File: src/rtl/micro_sequencer_pkg.sv
// Purpose: stage codes, instruction-class codes and legality check shared by decoder, sequencer and microcode ROM.
// Latency: n/a (types, constants, pure function).
// Backpressure: n/a.
package micro_sequencer_pkg;

    typedef enum logic [2:0] {
        ST_IF   = 3'd0,
        ST_ID   = 3'd1,
        ST_EX   = 3'd2,
        ST_MEM  = 3'd3,
        ST_WB   = 3'd4,
        ST_HALT = 3'd7
    } stage_e;

    localparam logic [4:0] CL_RSVD  = 5'd11;
    localparam logic [4:0] CL_LW    = 5'd20;
    localparam logic [4:0] CL_SW    = 5'd21;
    localparam logic [4:0] CL_JALR  = 5'd22;
    localparam logic [4:0] CL_JAL   = 5'd23;
    localparam logic [4:0] CL_BR    = 5'd24;
    localparam logic [4:0] CL_BRU   = 5'd25;
    localparam logic [4:0] CL_LUI   = 5'd26;
    localparam logic [4:0] CL_AUIPC = 5'd27;

    // Codes above AUIPC and the reserved hole at 11 have no microcode.
    function automatic logic is_legal_class(input logic [4:0] cls);
        return (cls <= CL_AUIPC) && (cls != CL_RSVD);
    endfunction

endpackage

File: src/rtl/micro_sequencer_stage_next.sv
// Purpose: per-class stage path table, (class, stage) -> next stage and final-stage flag.
// Latency: purely combinational.
// Backpressure: none; stall and memory waits are applied by the caller.
module stage_next
    import micro_sequencer_pkg::*;
(
    input  logic [4:0] cls,
    input  stage_e     stage,
    output stage_e     next,
    output logic       last
);

    // Path walk; a final stage reports last and points back at IF.
    always_comb begin
        next = ST_IF;
        last = 1'b0;
        case (stage)
            ST_IF: begin
                if (cls == CL_LUI)
                    next = ST_WB;
                else if (cls == CL_JAL || cls == CL_AUIPC)
                    next = ST_EX;
                else
                    next = ST_ID;
            end
            ST_ID: next = ST_EX;
            ST_EX: begin
                if (cls == CL_LW || cls == CL_SW)
                    next = ST_MEM;
                else if (cls == CL_BR || cls == CL_BRU)
                    last = 1'b1;
                else
                    next = ST_WB;
            end
            ST_MEM: begin
                if (cls == CL_LW)
                    next = ST_WB;
                else
                    last = 1'b1;
            end
            ST_WB:   last = 1'b1;
            ST_HALT: next = ST_HALT;
            default: next = ST_IF;
        endcase
    end

endmodule

File: src/rtl/micro_sequencer.sv
// Purpose: multi-cycle stage sequencer feeding {class, stage} to the microcode ROM, with halt, illegal trap and retire count.
// Latency: mc_index/inst_done combinational from state+inputs; stage/flags registered, one cycle per stage.
// Backpressure: stall freezes all state; MEM holds until mem_ready; HALT holds until RST.
module micro_sequencer
    import micro_sequencer_pkg::*;
#(
    parameter int NCLASS = 28,
    parameter int CWIDTH = 32
) (
    input  logic              CLK,
    input  logic              RST,
    input  logic [4:0]        inst_class,
    input  logic              stall,
    input  logic              mem_ready,
    input  logic              halt_req,
    output logic [2:0]        stage,
    output logic [7:0]        mc_index,
    output logic              inst_done,
    output logic              illegal,
    output logic              halted,
    output logic [CWIDTH-1:0] retired
);

    stage_e            stage_q, stage_d;
    logic [4:0]        cls_q, cls_d;
    logic              illegal_q, illegal_d;
    logic              halted_q, halted_d;
    logic [CWIDTH-1:0] retired_q;
    logic [4:0]        class_sel;
    logic              legal;
    logic              done;
    stage_e            sn_next;
    logic              sn_last;

    // In IF the decoder output is live; afterwards the latched class drives the ROM.
    always_comb begin
        class_sel = (stage_q == ST_IF) ? inst_class : cls_q;
        legal     = is_legal_class(inst_class) && (int'(inst_class) < NCLASS);
    end

    stage_next u_stage_next (
        .cls   (class_sel),
        .stage (stage_q),
        .next  (sn_next),
        .last  (sn_last)
    );

    // Next-state: stall outranks everything, HALT absorbs, MEM waits on mem_ready.
    always_comb begin
        stage_d   = stage_q;
        cls_d     = cls_q;
        illegal_d = illegal_q;
        halted_d  = halted_q;
        done      = 1'b0;
        if (!stall) begin
            case (stage_q)
                ST_HALT: stage_d = ST_HALT;
                ST_IF: begin
                    cls_d = inst_class;
                    if (!legal) begin
                        stage_d   = ST_HALT;
                        illegal_d = 1'b1;
                        halted_d  = 1'b1;
                    end else begin
                        stage_d = sn_next;
                    end
                end
                default: begin
                    if (stage_q == ST_MEM && !mem_ready) begin
                        stage_d = stage_q;
                    end else if (sn_last) begin
                        done     = 1'b1;
                        stage_d  = halt_req ? ST_HALT : ST_IF;
                        halted_d = halt_req;
                    end else begin
                        stage_d = sn_next;
                    end
                end
            endcase
        end
    end

    // State, latched class, sticky flags and wrapping retire counter.
    always_ff @(posedge CLK or posedge RST) begin
        if (RST) begin
            stage_q   <= ST_IF;
            cls_q     <= '0;
            illegal_q <= 1'b0;
            halted_q  <= 1'b0;
            retired_q <= '0;
        end else begin
            stage_q   <= stage_d;
            cls_q     <= cls_d;
            illegal_q <= illegal_d;
            halted_q  <= halted_d;
            if (done)
                retired_q <= retired_q + 1'b1;
        end
    end

    assign stage     = stage_q;
    assign mc_index  = {class_sel, stage_q};
    assign inst_done = done;
    assign illegal   = illegal_q;
    assign halted    = halted_q;
    assign retired   = retired_q;

endmodule

File: config.mk
export PLATFORM = sky130hd
export DESIGN_NAME = micro_sequencer
export DESIGN_NICKNAME = d
export VERILOG_FILES = /design/src/rtl/micro_sequencer_pkg.sv /design/src/rtl/micro_sequencer_stage_next.sv /design/src/rtl/micro_sequencer.sv
export SDC_FILE = /design/constraint.sdc
export NUM_CORES = 1
export LEC_CHECK = 0
export ABC_AREA = 1
export CORE_MARGIN = 4
export CORE_UTILIZATION = 30
export CTS_CLUSTER_DIAMETER = 60
export DETAILED_ROUTE_END_ITERATION = 7
export MAX_ROUTING_LAYER = met4
export PLACE_DENSITY_LB_ADDON = 0.2
export SLEW_MARGIN = 20
export SYNTH_ARGS = -nofsm -noshare
export SYNTH_HDL_FRONTEND = slang
export SYNTH_SLANG_ARGS = --single-unit
File: constraint.sdc
create_clock -name CLK -period 3.6 [get_ports CLK]
set_clock_uncertainty 0.15 [all_clocks]
set_input_delay 0.72 -clock CLK [delete_from_list [all_inputs] [get_ports CLK]]
set_output_delay 0.72 -clock CLK [all_outputs]
set_load 0.01 [all_outputs]
After elaboration in Yosys (flattened, before gate mapping)
Cells that the tools add are included.
{ "word_totals": {"register_bits": 42, "latchBits": 0, "mem_bits_rw": 0, "mem_bits_ro": 0, "in_bits": 10, "n_memories": 0} }
{ "classes": {"n_addsub": 1, "multipliers": 0, "div_mod_pow": 0, "n_lt_le_gt_ge": 2, "eq_ne": 16, "shift": 0, "muxes": 24, "bitwise": 3, "n_reduce_logical": 13} }
{ "ops": {"columns": ["op", "count"], "rows": [
  ["$eq 5x5->1 const B", 7],
  ["$add 32x1->32 const B", 1],
  ["$mux 3", 8],
  ["$pmux 3 s4", 1],
  ["$mux 1", 10],
  ["$eq 3x2->1 const B", 2],
  ["$eq 3x3->1 const B", 2],
  ["$pmux 3 s2", 1],
  ["$le 5x5->1 const B", 1],
  ["$lt 5x5->1 const B", 1],
  ["$mux 5", 1],
  ["$ne 5x4->1 const B", 1],
  ["$reduce_and 5->1", 1],
  ["$ne 2x2->1 const B", 2],
  ["$eq 3x1->1 const B", 1],
  ["$logic_and 1x1->1", 3],
  ["$logic_not 3->1", 1],
  ["$logic_or 1x1->1", 3],
  ["$ne 3x2->1 const B", 1],
  ["$not 1->1", 3],
  ["$pmux 1 s3", 1],
  ["$reduce_and 3->1", 1],
  ["$mux 2", 1],
  ["$pmux 1 s2", 1],
  ["other kinds (4)", 4]
]} }

Logic depth before layout (Yosys ltp)
Gate-level depths: netlist of run 1.
{ "logic_depth": {"word_depth": 11, "mapped_depth": 15} }

By module
From an unflattened synthesis of run 1, not the netlist that was laid out.
{ "hier_totals": {"cells_unflattened": 383, "area_unflattened_um2": 2703.8} }
{ "modules_own_cells": {"columns": ["module", "instances", "cells_per_inst", "area_per_inst_um2"], "rows": [
  ["micro_sequencer", 1, 341, 2511.2],
  ["stage_next", 1, 42, 192.7]
]} }

Worst setup path after synthesis of run 1
No wires, ideal clock.
{ "synth_timing": {"path_type": "register to output", "start": "register stage_q[2] (netlist: stage[2])", "end": "output port inst_done", "t_arrival_ns": 1.714, "required_ns": 2.730, "setup_slack_ns": 1.016, "stages_incl_launch_ff": 13, "n_path_buf": 3, "cell_sequence": "dfrtp_1 inv_2 buf_2 nand3_1 nand2_1 nand2_2 nor2_2 nor2_2 nand2_2 nand2_4 inv_2 buf_6 buf_6"} }
{ "synth_via": {"elab_chain_cells": 11, "elab_cells_between_ends": 22} }
{ "synth_rtl": {"columns": ["element", "line", "rtl"], "rows": [
  ["from (decl)", "micro_sequencer.sv:24", "stage_e stage_q, stage_d;"],
  ["from (signal assigned)", "micro_sequencer.sv:92", "stage_q <= stage_d;"],
  ["$logic_not 3->1 *", "micro_sequencer.sv:37", "class_sel = (stage_q == ST_IF) ? inst_class : cls_q;"],
  ["$mux 5 *", null, null],
  ["named net mc_index[6]", "micro_sequencer.sv:17", "output logic [7:0] mc_index,"],
  ["$eq 5x5->1", "micro_sequencer_stage_next.sv:30", "else if (cls == CL_BR || cls == CL_BRU)"],
  ["$logic_or 1x1->1", "micro_sequencer_stage_next.sv:30", null],
  ["$mux 1", "micro_sequencer_stage_next.sv:30", null],
  ["$mux 1", "micro_sequencer_stage_next.sv:28", "if (cls == CL_LW || cls == CL_SW)"],
  ["$pmux 1 s3 *", "micro_sequencer_stage_next.sv:17", "case (stage)"],
  ["$mux 1 *", "micro_sequencer.sv:71", "end else if (sn_last) begin"],
  ["$mux 1 *", "micro_sequencer.sv:69", "if (stage_q == ST_MEM && !mem_ready) begin"],
  ["$mux 1 *", "micro_sequencer.sv:56", "case (stage_q)"],
  ["$mux 1 *", "micro_sequencer.sv:55", "if (!stall) begin"],
  ["to (decl)", "micro_sequencer.sv:18", "output logic inst_done,"]
]} }
Mark *: on every way through the listed nets, which the timed path passes. The rest lies on a longest branch.

Worst setup path after layout of run 1
{ "layout_timing": {"start": "input port inst_class[3]", "end": "output port inst_done"} }
{ "layout_via": {"elab_chain_cells": 10, "elab_cells_between_ends": 15} }
{ "layout_rtl": {"columns": ["element", "line", "rtl"], "rows": [
  ["from (decl)", "micro_sequencer.sv:12", "input logic [4:0] inst_class,"],
  ["$mux 5 *", null, null],
  ["$eq 5x5->1", "micro_sequencer_stage_next.sv:30", null],
  ["$logic_or 1x1->1", "micro_sequencer_stage_next.sv:30", null],
  ["$mux 1", "micro_sequencer_stage_next.sv:30", null],
  ["$mux 1", "micro_sequencer_stage_next.sv:28", null],
  ["$pmux 1 s3 *", "micro_sequencer_stage_next.sv:17", null],
  ["$mux 1 *", "micro_sequencer.sv:71", null],
  ["$mux 1 *", "micro_sequencer.sv:69", null],
  ["$mux 1 *", "micro_sequencer.sv:56", null],
  ["$mux 1 *", "micro_sequencer.sv:55", null]
]} }
Mark *: on every way between the ends. The rest lies on a longest branch, timed or not.

==> impl_metrics.ini, run 1 <==
[logic_synthesis]
ys.warnings.count = 0
synth_compound_area_share_pct = 3.92
synth_xor_xnor_area_share_pct = 9.90
syn-instance-count = 391
synth_seq_cells = 42
syn_nets = 402
synth.avg_cell_area_um2 = 7.02
synth_top_family_by_area = simple AND/OR/NAND/NOR gates
syn_area_um2 = 2740
yosys.area_share.simple_pct = 39.1
ys_seq_area_share_pct = 38.3
synth_cell_type_count = 27
synth.area.mux_share_pct = 0
synthAdderAreaFrac_pct = 0.456

[placement]
place_congestion = 0.906
portBuffers = 55
dpl.hpwl_um = 5700

[floorplanning]
die_area_um2 = 10700
start_util_pct = 31.2
die_w_um = 104
die_h_um = 104
core_um2 = 8810
fp-row-count = 34
ioPinCount = 56

[layout]
nNetsFinal = 457
fillers = 950
areaGrowthSynthToFinish_pct = 26.8
antenna_cells = 0
drive_gt1_share_pct = 5.82

[cts]
cts_resized = 0
clock_tree.root_cell = clkbuf_8
cts.sinks = 42
cts_setup_buffers = 0
cts-htree-levels = 2
cts_buffers = 5
clk_latency_ns = 0.29
cts_tree = yes
cts_hold_buf = 0
clk_path_buf_depth = 2
clk_pin_slew_worst_paths_ns = 0.09

[sta]
hold-worst-slack_ns = 0.308
worst_pin_slew_ns = 0.878
max_slew_margin_pct = 41.1
max_freq_mhz = 297
setup_viol = 0
setup_tns_ns = 0
finalCritPeriodShare_pct = 93.6
rsz0062_at_grt = no
drv_slew = 0
layout_min_cycle_time_ns = 3.37
hold_viol_final = 0

[drt]
vias = 2608
via_per_inst = 4.70
routedWlPerCell_um = 13.3
drtPass1Iterations = 4
routed_wl_um = 7410
drt_iter0_drc = 101
final_antenna_net_count = 0
post-route-drc-count = 0

[pwr]
power_leakage_nw = 1.61
internal-power_mw = 1.25
p_per_area_nw_per_um2 = 631
seqPwrFrac_pct = 32.7
switching_share_pct = 43.1
vdd_drop_max_v = 0.000222
power_mw = 2.20
clkPwrFrac_pct = 16.5
combPwrFrac_pct = 50.8
p_sw_mw = 0.948

[min_path]
hold_class = register to register

[grt]
grt_usage_pct = 14.7
grt_pass1_wl_um = 12900
gr-total-overflow = 0
grt_antenna_before_repair = 0
first_global_vias = 2714
grt_max_degree = 29

[critical_path]
cp_max_fo = 4
crit_path_end_kind = output pin
worstSetupPathType = input port to output pin
worst-endpoint-required_ns = 2.73
cp_data_arrival_time_ns = 2.50
startpoint_type = input port

[run_status]
status = finished, final reports clean

[run]
maxCapViolations = 0
==> per-stage QoR <==
stage / std cells / area [um^2] / setup slack [ns] / utilization [%]
after floorplan: 391 / 2740 / 1.02 / -
after CTS: 555 / 3480 / 0.217 / 39.5
after global placement: 547 / 3370 / 0.241 / 38.3
after global routing: 555 / 3480 / 0.0511 / 39.5
final: 555 / 3480 / 0.232 / 39.5
after detailed placement: 547 / 3370 / 0.223 / 38.3
==> cell type report <==
class,count,area [um^2],share of cell area (%)
tap,108,135,3.88
clock buffer,8,110,3.16
multi-input combinational,300,1460,42.1
inverter,39,146,4.21
timing repair buffer,58,573,16.5
sequential,42,1050,30.2
==> placed cells by master, fill, tap and decap left out <==
cell type        netlist  layout
inv_1                 37      36
clkinv_1               0       1
nand4_1                4       4
nor2_4                 1       1
clkdlybuf4s50_1        0      55
nand3_1               28      28
buf_4                  3       3
nor4_1                 7       7
nor3_2                 1       1
nand3b_1               2       2
xor2_1                22      22
nor3_1                16      16
inv_2                  2       2
nor2_2                 3       3
clkbuf_8               0       8
nor2_1                42      42
dfrtp_1               42      42
nand2_2                6       6
xnor2_1                9       9
o21ai_0               15      15
ha_1                   1       1
nand2_4                2       2
nand2_1              136     136
o21ai_1                1       1
o21bai_1               1       1
a21oi_1                1       1
a21boi_0               1       1
a21o_1                 1       1
==> Yosys cell counts <==
cell type | instances | share of area (%)
nand2_1 | 136 | 19
dfrtp_1 | 42 | 38
nor2_1 | 42 | 5.7
inv_1 | 37 | 5.1
nand3_1 | 28 | 5.1
xor2_1 | 22 | 7.0
nor3_1 | 16 | 2.9
o21ai_0 | 15 | 2.7
xnor2_1 | 9 | 2.9
nor4_1 | 7 | 1.6
nand2_2 | 6 | 1.4
buf_6 | 4 | 1.6
nand4_1 | 4 | 0.91
buf_2 | 3 | 0.55
buf_4 | 3 | 0.82
nor2_2 | 3 | 0.68
inv_2 | 2 | 0.27
nand2_4 | 2 | 0.82
nand3b_1 | 2 | 0.55
a21boi_0 | 1 | 0.27
a21o_1 | 1 | 0.27
a21oi_1 | 1 | 0.18
ha_1 | 1 | 0.46
nor2_4 | 1 | 0.41
nor3_2 | 1 | 0.36
o21ai_1 | 1 | 0.18
o21bai_1 | 1 | 0.27
==> logic make-up (layout without fill, tap and decap cells) <==
kind of cell,count (synthesis),in the layout
simple gates,248,248
xor+xnor,31,31
compound gates,20,20
flops,42,42
fa+ha+maj,1,1
buf+inv,49,105
==> sequential cells by signal, summed over array words and instances (netlist names) <==
register / count
cls_q: 5
retired: 32
stage: 3
halted: 1
illegal: 1
==> worst max-delay path: stages <==
cell,delay [ns]
clkdlybuf4s50_1,0.51
nand3_1,0.09
nand2_1,0.17
nand2_2,0.09
nor2_2,0.12
nor2_2,0.04
nand2_2,0.10
nand2_4,0.06
inv_2,0.06
clkdlybuf4s50_1,0.53
==> path summary, 6_finish.rpt <==
| kind | to | slack, ns | cells past startpoint | from |
|---|---|---|---|---|
| worst min-delay path | illegal | 0.31 | 1 | illegal |
| worst max register to register | retired[9] | 1.15 | 14 | stage[0] |
| min in group asynchronous | illegal | 0.66 | 2 | RST |
| worst min register to register | illegal | 0.31 | 1 | illegal |
| worst max-delay path | inst_done | 0.23 | 10 | inst_class[3] |
| max in group asynchronous | retired[30] | 1.94 | 3 | RST |
==> layer usage <==
metal | up-vias | part of all wire [%] | track usage, %
met4 | 0 | 1.9 | 3.99
met5 | - | 0 | -
met2 | 67 | 47 | 24.1
met3 | 14 | 4.2 | 2.86
li1 | 1337 | - | -
met1 | 1190 | 47 | 18.6
==> power by group through the flow <==
| stage | clock network [mW] | logic, mW | registers (mW) |
|---|---|---|---|
| 6_report | 0.362 | 1.12 | 0.719 |
| 5_1_grt | 0.394 | 1.25 | 0.741 |
| 4_1_cts | 0.375 | 1.13 | 0.723 |
| 3_5_place_dp | 0 | 1.12 | 0.731 |
| 3_3_place_gp | 0 | 1.11 | 0.729 |
| 2_1_floorplan | 0 | 0.683 | 0.740 |
(Power assumes the default switching activity.)
==> inputs of run 2 (changes only) <==
Settings changed: CAP_MARGIN from default to 20.
==> results of run 2 <==
Final layout, timing and power as in run 1 (identical DEF).
==> inputs of run 3 (changes only) <==
Settings changed: ABC_CLOCK_PERIOD_IN_PS from default to 3400, SYNTH_HIERARCHICAL from default to 1.
Clock period 3.6 ns to 3.4 ns, I/O delays scaled along.
==> impl_metrics.ini, run 3 <==
[drt]
drtPass1Iterations = 4
routed_wl_um = 7010
routedWlPerCell_um = 12.4
via_per_inst = 4.59
vias = 2588
drt_iter0_drc = 103
final_antenna_net_count = 0
post-route-drc-count = 0

[sta]
setup_viol = 0
worst_pin_slew_ns = 0.578
hold_viol_final = 0
max_slew_margin_pct = 61.5
drv_slew = 0
hold-worst-slack_ns = 0.327
layout_min_cycle_time_ns = 3.23
max_freq_mhz = 310
rsz0062_at_grt = no
finalCritPeriodShare_pct = 95.0

[critical_path]
crit_path_end_kind = output pin
path_common_cell = nand3_1
worstSetupPathType = input port to output pin
crit_path_cell_trace = clkdlybuf4s50_1, inv_1, o21ai_2, nor2_1, nand3_1, nand3_1, nand3_1, nand2_1, inv_1, nand2_2, nor2_4, dlygate4sd2_1
crit_buf_inv = 4
crit_family = buffers and inverters
worst-endpoint-required_ns = 2.57
cp_slowest_cell = clkdlybuf4s50_1
cp_max_fo = 4
startpoint_type = input port
worst_path_largest_cell_delay_ns = 0.49
cp_data_arrival_time_ns = 2.40

[floorplanning]
fp-row-count = 34
start_util_pct = 30.9
die_area_um2 = 10600
core_um2 = 8760
die_h_um = 103
die_w_um = 103
ioPinCount = 56

[logic_synthesis]
synth_cell_type_count = 28
synthTopCellsByArea = dfrtp_1 (39%), nand2_1 (18%), inv_1 (6.9%)
synth_top_area_cell = dfrtp_1
synth_edf_count = 0
syn_area_um2 = 2700
ys_seq_area_share_pct = 38.9
async_flop_share_pct = 100
synth_seq_cells = 42
synth.avg_cell_area_um2 = 7.06
yosysMostFrequentCell = nand2_1
ys.warnings.count = 6
synth.top_cell.area_share_pct = 38.9
synthTopCellsByCount = nand2_1 (130), inv_1 (50), nor2_1 (45)
synthFlopType = dfrtp_1
syn-instance-count = 383
syn_nets = 394

[cts]
cts.sinks = 42
cts_buffers = 5
clk_pin_slew_worst_paths_ns = 0.08
clk_path_buf_depth = 2
cts-htree-levels = 2
clock_tree.root_cell = clkbuf_8
cts_hold_buf = 0
clk_latency_ns = 0.29
cts_tree = yes

[placement]
placed_area_um2 = 3460
portBuffers = 55
place_congestion = 0.888
dpl.hpwl_um = 5220

[layout]
fillers = 946
mostFrequentLayoutCells = nand2_1 (130), clkdlybuf4s50_1 (54), inv_1 (49)
drive_gt1_share_pct = 12.9
nNetsFinal = 467
final_common_cell = nand2_1
areaGrowthSynthToFinish_pct = 32.6
stdcell_area_um2 = 3590
largest_reg_flops = 32
antenna_cells = 0

[run_status]
status = finished, final reports clean

[grt]
grt_max_degree = 43
grt_pass1_wl_um = 12000
grt_usage_pct = 14.7
grt_antenna_before_repair = 0
gr-total-overflow = 0
first_global_vias = 2538

[pwr]
power_leakage_nw = 1.59
p_per_area_nw_per_um2 = 602
vdd_drop_max_v = 0.000189

[min_path]
hold_class = register to register

[run]
maxCapViolations = 0
-- run 3: changes by cell type in the layout (fill, tap and decap cells not counted), moves of 6 or more --
cell / delta
nand4_1: +12
nor3_1: -15
xor2_1: -19
buf_4: +14
nor4_1: -7
nand3_1: -14
inv_1: +13
nand2_1: -6
-- run 3: what timing repair did --
action	in CTS	in global routing
setup endpoints to repair	1	1
pin swaps	0	1
setup buffers	0	0
gates resized for setup	4	7
-- run 3: routing by layer --
layer	up-vias	GRT usage [%]	part of all wire [%]
met5	-	-	0
met4	0	4.38	1.2
met3	7	2.64	3.6
met2	45	23.6	47
met1	1201	18.9	48
li1	1335	-	-
-- run 3: worst reg2reg max path: cells and delay by family (launching register included) --
| kind | cells | cell delay [ns] |
|---|---|---|
| AND/OR/NAND/NOR | 12 | 1.30 |
| flip-flops | 1 | 0.38 |
| buffers and inverters | 3 | 0.51 |
| AO/OA/AOI/OAI | 2 | 0.26 |
-- run 3: worst paths after layout --
check                              start     endpoint  slack, ns  cells after the start
min                               halted       halted       0.33                      2
min in group asynchronous            RST       halted       0.68                      3
max in group asynchronous            RST   retired[1]       2.02                      3
max reg2reg                     stage[1]  retired[19]       0.69                     17
max                        inst_class[1]    inst_done       0.17                     12
min reg2reg                       halted       halted       0.33                      2
-- run 3: layout make-up --
| type | instances | area [um^2] | share of cell area [%] |
|---|---|---|---|
| inverters | 54 | 203 | 5.65 |
| flip-flops and latches | 42 | 1050 | 29.3 |
| repair buffers | 72 | 677 | 18.9 |
| multi-input cells | 281 | 1410 | 39.3 |
| well taps | 108 | 135 | 3.77 |
| clock buffers | 6 | 82.6 | 2.30 |
| clock inverters | 1 | 30.0 | 0.837 |
-- run 3: report_power, final --
group | switching [mW] | internal, mW | total (mW)
Clock | 0.179 | 0.235 | 0.414
Combinational | 0.612 | 0.505 | 1.12
Sequential | 0.0492 | 0.579 | 0.628
Total | 0.839 | 1.32 | 2.16
-- run 3: cell families after synthesis --
group / after synthesis / synth area share, %
AOI/OAI and AO/OA: 25 / 4.91
and+or+nand+nor: 238 / 40.7
xor gates and xnor gates: 17 / 5.51
DFF: 42 / 38.9
buffers and inverters: 60 / 9.58
adders and majority gates: 1 / 0.463
-- run 3: through the flow --
step	worst slack (ns)	power (mW)	cells	util, %	TNS (ns)
after floorplan	0.198	1.28	383	-	0
after detailed placement	-0.291	1.74	557	39.5	-0.291
after CTS	0.0994	2.18	564	40.8	0
final	0.171	2.16	564	40.9	0
after global placement	-0.238	1.73	557	39.5	-0.238
after global routing	0.00663	2.36	564	40.9	0
